<file path="src/rtl/instr_encoder_pkg.sv">
// Shared opcodes, format codes, FSM states and the captured-request struct for the RV32I encoder.
// The optional immediate range check (INSTR_ENCODER_IMM_CHECK_EN) uses fits_signed().
package instr_encoder_pkg;

   localparam logic [6:0] R_TYPE  = 7'h33;
   localparam logic [6:0] I_LOGIC = 7'h13;
   localparam logic [6:0] I_LOAD  = 7'h03;
   localparam logic [6:0] I_JUMP  = 7'h67;
   localparam logic [6:0] U_TYPE  = 7'h37;
   localparam logic [6:0] S_TYPE  = 7'h23;
   localparam logic [6:0] B_TYPE  = 7'h63;
   localparam logic [6:0] J_TYPE  = 7'h6F;

   typedef enum logic [2:0] {
      FMT_R       = 3'd0,
      FMT_I_LOGIC = 3'd1,
      FMT_I_LOAD  = 3'd2,
      FMT_I_JUMP  = 3'd3,
      FMT_U       = 3'd4,
      FMT_S       = 3'd5,
      FMT_B       = 3'd6,
      FMT_J       = 3'd7
   } fmt_e;

   typedef enum logic [1:0] {
      ST_IDLE   = 2'd0,
      ST_ENCODE = 2'd1,
      ST_WRITE  = 2'd2
   } state_e;

   typedef struct packed {
      fmt_e        fmt;
      logic [4:0]  rd;
      logic [4:0]  rs1;
      logic [4:0]  rs2;
      logic [2:0]  funct3;
      logic [6:0]  funct7;
      logic [31:0] imm;
   } fields_t;

   // True when v sign-extends cleanly from its low 'bits' bits.
   function automatic logic fits_signed(input logic [31:0] v, input int bits);
      logic signed [31:0] t;
      t = $signed(v) >>> (bits - 1);
      return (t == 32'sd0) || (t == -32'sd1);
   endfunction

endpackage

</file>
<file path="src/rtl/instr_encoder_field_pack.sv">
// Combinational RV32I packer: format + fields -> 32-bit instruction word.
// With INSTR_ENCODER_IMM_CHECK_EN defined it also flags out-of-range immediates.
module instr_field_pack
   import instr_encoder_pkg::*;
(
   input  fields_t     fields_i,
   output logic [31:0] word_o,
   output logic        range_err_o
);

   logic [31:0] imm;
   assign imm = fields_i.imm;

   // NOTE: every always_comb output gets a default first so no path can infer a latch.
   always_comb begin
      word_o = '0;
      case (fields_i.fmt)
         FMT_R:       word_o = {fields_i.funct7, fields_i.rs2, fields_i.rs1, fields_i.funct3, fields_i.rd, R_TYPE};
         FMT_I_LOGIC: word_o = {imm[11:0], fields_i.rs1, fields_i.funct3, fields_i.rd, I_LOGIC};
         FMT_I_LOAD:  word_o = {imm[11:0], fields_i.rs1, fields_i.funct3, fields_i.rd, I_LOAD};
         FMT_I_JUMP:  word_o = {imm[11:0], fields_i.rs1, 3'b000, fields_i.rd, I_JUMP};
         FMT_U:       word_o = {imm[31:12], fields_i.rd, U_TYPE};
         FMT_S:       word_o = {imm[11:5], fields_i.rs2, fields_i.rs1, fields_i.funct3, imm[4:0], S_TYPE};
         FMT_B:       word_o = {imm[12], imm[10:5], fields_i.rs2, fields_i.rs1, fields_i.funct3,
                                imm[4:1], imm[11], B_TYPE};
         FMT_J:       word_o = {imm[20], imm[10:1], imm[11], imm[19:12], fields_i.rd, J_TYPE};
         default:     word_o = '0;
      endcase
   end

`ifdef INSTR_ENCODER_IMM_CHECK_EN
   always_comb begin
      range_err_o = 1'b0;
      case (fields_i.fmt)
         FMT_I_LOGIC, FMT_I_LOAD, FMT_I_JUMP, FMT_S:
                  range_err_o = !fits_signed(imm, 12);
         FMT_B:   range_err_o = !fits_signed(imm, 13) || imm[0];
         FMT_J:   range_err_o = !fits_signed(imm, 21) || imm[0];
         FMT_U:   range_err_o = (imm[11:0] != 12'd0);
         default: range_err_o = 1'b0;
      endcase
   end
`else
   assign range_err_o = 1'b0;
`endif

endmodule

</file>
<file path="src/rtl/instr_encoder.sv">
// Instruction encoder: accepts field requests, packs them and writes words sequentially.
// Error_o can only be set when INSTR_ENCODER_IMM_CHECK_EN is defined; otherwise it stays 0.
module instr_encoder
   import instr_encoder_pkg::*;
#(
   parameter int ADDR_WIDTH = 6
) (
   input  logic                  clk,
   input  logic                  reset,
   input  logic                  Start_i,
   input  logic                  Valid_i,
   output logic                  Ready_o,
   input  logic [2:0]            Fmt_i,
   input  logic [4:0]            Rd_i,
   input  logic [4:0]            Rs1_i,
   input  logic [4:0]            Rs2_i,
   input  logic [2:0]            Funct3_i,
   input  logic [6:0]            Funct7_i,
   input  logic [31:0]           Imm_i,
   output logic                  Mem_Write_o,
   output logic [ADDR_WIDTH-1:0] Mem_Addr_o,
   output logic [31:0]           Mem_Data_o,
   output logic [ADDR_WIDTH:0]   Count_o,
   output logic                  Full_o,
   output logic                  Error_o
);

   localparam logic [ADDR_WIDTH:0] DEPTH = (ADDR_WIDTH+1)'(2**ADDR_WIDTH);

   state_e                state_q;
   fields_t               fields_d, fields_q;
   logic [ADDR_WIDTH-1:0] addr_d, addr_q;
   logic [ADDR_WIDTH:0]   count_d, count_q;
   logic [31:0]           data_q, packed_word;
   logic                  write_q, err_q, range_err;

   always_comb begin
      fields_d.fmt    = fmt_e'(Fmt_i);
      fields_d.rd     = Rd_i;
      fields_d.rs1    = Rs1_i;
      fields_d.rs2    = Rs2_i;
      fields_d.funct3 = Funct3_i;
      fields_d.funct7 = Funct7_i;
      fields_d.imm    = Imm_i;
   end

   instr_field_pack u_pack (
      .fields_i    (fields_q),
      .word_o      (packed_word),
      .range_err_o (range_err)
   );

   assign Full_o  = (count_q == DEPTH);
   assign Ready_o = (state_q == ST_IDLE) && !Full_o;
   assign addr_d  = addr_q + ADDR_WIDTH'(1);
   assign count_d = Full_o ? count_q : count_q + (ADDR_WIDTH+1)'(1);

   // NOTE: sequential state uses non-blocking assignments so all registers update from pre-edge values.
   always_ff @(posedge clk or posedge reset) begin
      if (reset) begin
         state_q  <= ST_IDLE;
         fields_q <= '0;
         addr_q   <= '0;
         count_q  <= '0;
         data_q   <= '0;
         write_q  <= 1'b0;
         err_q    <= 1'b0;
      end else begin
         case (state_q)
            ST_IDLE: begin
               // Start_i wins over a simultaneous request.
               if (Start_i) begin
                  addr_q  <= '0;
                  count_q <= '0;
                  err_q   <= 1'b0;
               end else if (Valid_i && Ready_o) begin
                  fields_q <= fields_d;
                  state_q  <= ST_ENCODE;
               end
            end
            ST_ENCODE: begin
               if (range_err) begin
                  err_q   <= 1'b1;
                  state_q <= ST_IDLE;
               end else begin
                  data_q  <= packed_word;
                  write_q <= 1'b1;
                  state_q <= ST_WRITE;
               end
            end
            ST_WRITE: begin
               write_q <= 1'b0;
               addr_q  <= addr_d;
               count_q <= count_d;
               state_q <= ST_IDLE;
            end
            default: state_q <= ST_IDLE;
         endcase
      end
   end

   assign Mem_Write_o = write_q;
   assign Mem_Addr_o  = addr_q;
   assign Mem_Data_o  = data_q;
   assign Count_o     = count_q;
   assign Error_o     = err_q;

endmodule

</file>
<file path="config.mk">
export PLATFORM = sky130hd
export DESIGN_NAME = instr_encoder
export DESIGN_NICKNAME = d
export VERILOG_FILES = /design/src/rtl/instr_encoder_pkg.sv /design/src/rtl/instr_encoder_field_pack.sv /design/src/rtl/instr_encoder.sv
export SDC_FILE = /design/constraint.sdc
export NUM_CORES = 1
export LEC_CHECK = 0
export ABC_AREA = 1
export CORE_ASPECT_RATIO = 1.25
export CORE_UTILIZATION = 54
export CTS_CLUSTER_SIZE = 40
export DETAILED_ROUTE_END_ITERATION = 16
export PLACE_DENSITY_LB_ADDON = 0.05
export REMOVE_ABC_BUFFERS = 1
export SLEW_MARGIN = 20
export SYNTH_ARGS = -nofsm -noshare
export SYNTH_HDL_FRONTEND = slang
export SYNTH_SLANG_ARGS = --single-unit
</file>
<file path="constraint.sdc">
create_clock -name clk -period 7.3 [get_ports clk]
set_input_delay 1.46 -clock clk [delete_from_list [all_inputs] [get_ports clk]]
set_output_delay 1.46 -clock clk [all_outputs]
set_load 0.01 [all_outputs]
</file>
==> results.cfg <==
[routing]
via_count = 4281
wl_um = 11370
wl_per_cell_um = 13.45
via_per_inst = 5.066
first_pass_iters = 5
ant_nets = 0
drt_iter0_markers = 307
drcViolationCount = 0

[clock_tree]
clock-sinks = 107
cts_setup_buffers = 0
clock_latency_ps = 350
cts.hold.buffers_added = 0
cts_buffers = 9
cts_root_buffer = clkbuf_16
clk_pin_slew_worst_paths_ps = 70
ctsResizeCount = 0
cts_tree = done
htree_levels = 3
cts_buffer_depth = 2

[placement]
globalplace.congestion = 0.7625
placed_area_um2 = 6177
dp_hpwl_um = 7393
dpl.cell_count = 829
port_buffers = 111

[floorplanning]
ioPinCount = 113
core_area_um2 = 9076
die-width_um = 88.37
die_area_um2 = 9716
rows = 39
fp.dieH_um = 110.0
initial_core_util = 0.5547

[timing]
period_share = 0.4735
layout_min_cycle_time_ps = 3457
worstMarginPinSlew_ps = 1011
setup_viol = 0
fmax_mhz = 289.3
rsz0062_at_grt = false
slew_viol_final = 0
finClkSkew_ps = 4.486
hold_viol = 0
setup_tns_ps = 0
slew-limit-headroom = 0.3218

[worst_setup_path]
cp-endpoint = Ready_o
startpoint_type = flip-flop
critical_path_arrival_ps = 2000
crit_top_cell = inv_1
r2r_start = state_q[1]
crit_path_end_kind = primary output
cp_num_buf_inv = 4
reg2reg_depth = 8
max_stage_delay_ps = 520
cp_top_family = buffers and inverters
cp_cell_sequence = inv_1, ha_1, nand2_1, inv_1, nand3_2, nand2_1, inv_1, clkdlybuf4s50_1
startpoint = Count_o[0]
crit_required_ps = 5840
critical_path_depth = 8
crit_path_max_fanout = 5
reg2reg_slack_ps = 4580
r2r-end = Mem_Data_o[18]
path_class = flip-flop to primary output
crit_path_top_delay_cell = clkdlybuf4s50_1

[yosys]
synth_compound_area_frac = 0.1248
synth_common_cells = 155 x nand2_1, 107 x dfrtp_1, 92 x inv_1
netlist_instances = 621
netlist_area_um2 = 5035
ys_types = 31
synth-edff-count = 0
syn_area_per_cell_um2 = 8.108
async_flop_share = 1.000
yosys-top-cells-area = dfrtp_1 53%, nand2_1 12%, o21ai_1 7.2%
synth_ff_type = dfrtp_1
ys_seq_elements = 107
synthSimpleGateAreaFrac = 0.2115
synth_top_area_frac = 0.5318
synthAdderAreaFrac = 0.01988
synth_xor_area_frac = 0.003479
ys_warn_count = 0
synthMuxAreaShare = 0
synth_top_area_cell = dfrtp_1
synth_top_family_by_area = simple AND/OR/NAND/NOR gates
seq_area_frac_synth = 0.5318
synth.most_common_cell = nand2_1

[power_and_ir_drop]
leakagePower_uw = 0.003209
power_density_nw_per_um2 = 396.7
ir_drop_uv = 185.5

[grt]
grt_overflow = 0
antenna_found_initial = 0
grt_pass1_vias = 4045
track_usage = 0.2481
grt_pass1_wl_um = 18420
grt_max_degree = 122

[final_layout]
final_util = 0.7156
final_area_um2 = 6495
area_growth_pct = 29.00
diodes = 0
finalNonFillerCells = 845
final_nets = 789
final.fill_count = 717
drive_above_1_share = 0.05956

[flow_run]
max-cap-violations = 0

[min_path]
min_path_type = flip-flop to flip-flop

[status]
run_status = finished, final reports clean
-- final cells by class --
class                   instances  area, um^2  area share
well taps                     123       153.9     0.02369
clock buffers                  11       232.7     0.03583
flip-flops and latches        107        2678      0.4123
multi-input cells             383        1827      0.2813
clock inverters                 5       77.57     0.01194
repair buffers                114        1141      0.1757
inverters                     102       385.4     0.05933
-- metrics by stage --
stage                     setup slack [ps]  hold slack (ps)  total power, uW
final                                 3843            480.1             2576
after global placement                3854            463.0             2026
after global routing                  3736            508.6             2769
after CTS                             3837            488.5             2592
after detailed placement              3801            470.0             2067
after floorplan                       2829            458.8             1645
-- layer usage --
metal	up-vias	part of all wire	GRT usage	wire [um]
met1	2016	0.44	0.3267	4949
met3	15	0.043	0.03979	484
met5	-	0	0	0
li1	2136	-	-	-
met2	114	0.51	0.4148	5762
met4	0	0.015	0.08641	170
-- power breakdown --
| group | switching (uW) | internal [uW] |
|---|---|---|
| registers | 176 | 849 |
| clock network | 213 | 300 |
| logic | 593 | 444 |
-- sequential cells by signal, summed over array words and instances, names as in the netlist --
name and count:
Count_o 7, Mem_Write_o 1, Mem_Data_o 31, fields_q 60, state_q 2, Mem_Addr_o 6
-- placed cells by master, fill, tap and decap left out, types with 3 or more instances in the layout --
cell             netlist  layout
nor2_1                41      41
a21oi_1               30      30
o21ai_0                6       6
o221ai_1               6       6
nand2_2                3       3
dfrtp_1              107     107
nand2_1              155     155
clkbuf_16              0       9
clkdlybuf4s50_1        0     111
inv_1                 92      90
o21ai_1               72      72
or2_2                  5       5
ha_1                   8       8
nand4_1               10      10
inv_2                 10      10
nand3_1               32      31
-- kinds of logic (layout without fill, tap and decap cells) --
group / count (synthesis) / count (layout)
simple gates: 253 / 253
flops: 107 / 107
fa+ha+maj: 8 / 8
xor+xnor: 2 / 2
buf+inv: 131 / 232
other cells: 1 / 1
compound gates: 119 / 119
-- how the worst min path moves through the flow --
stage	cells after the start	slack, ps	endpoint	startpoint
floorplan	2	460	fields_q[32]	fields_q[32]
global placement	2	460	Mem_Data_o[18]	Mem_Data_o[18]
detailed placement	2	470	Mem_Data_o[29]	Mem_Data_o[29]
CTS	2	490	Mem_Data_o[30]	Mem_Data_o[30]
global route	2	510	Mem_Data_o[30]	Mem_Data_o[30]
finish	2	480	Mem_Data_o[29]	Mem_Data_o[29]
-- worst register-to-register path, stage by stage (launching register included) --
cell	delay [ps]
dfrtp_1	390
inv_1	150
ha_1	170
buf_4	300
clkinv_1	900
a21oi_1	440
nand3_1	130
o21ai_1	90
inv_1	50
No activity file was read; power rests on OpenSTA's default activity.
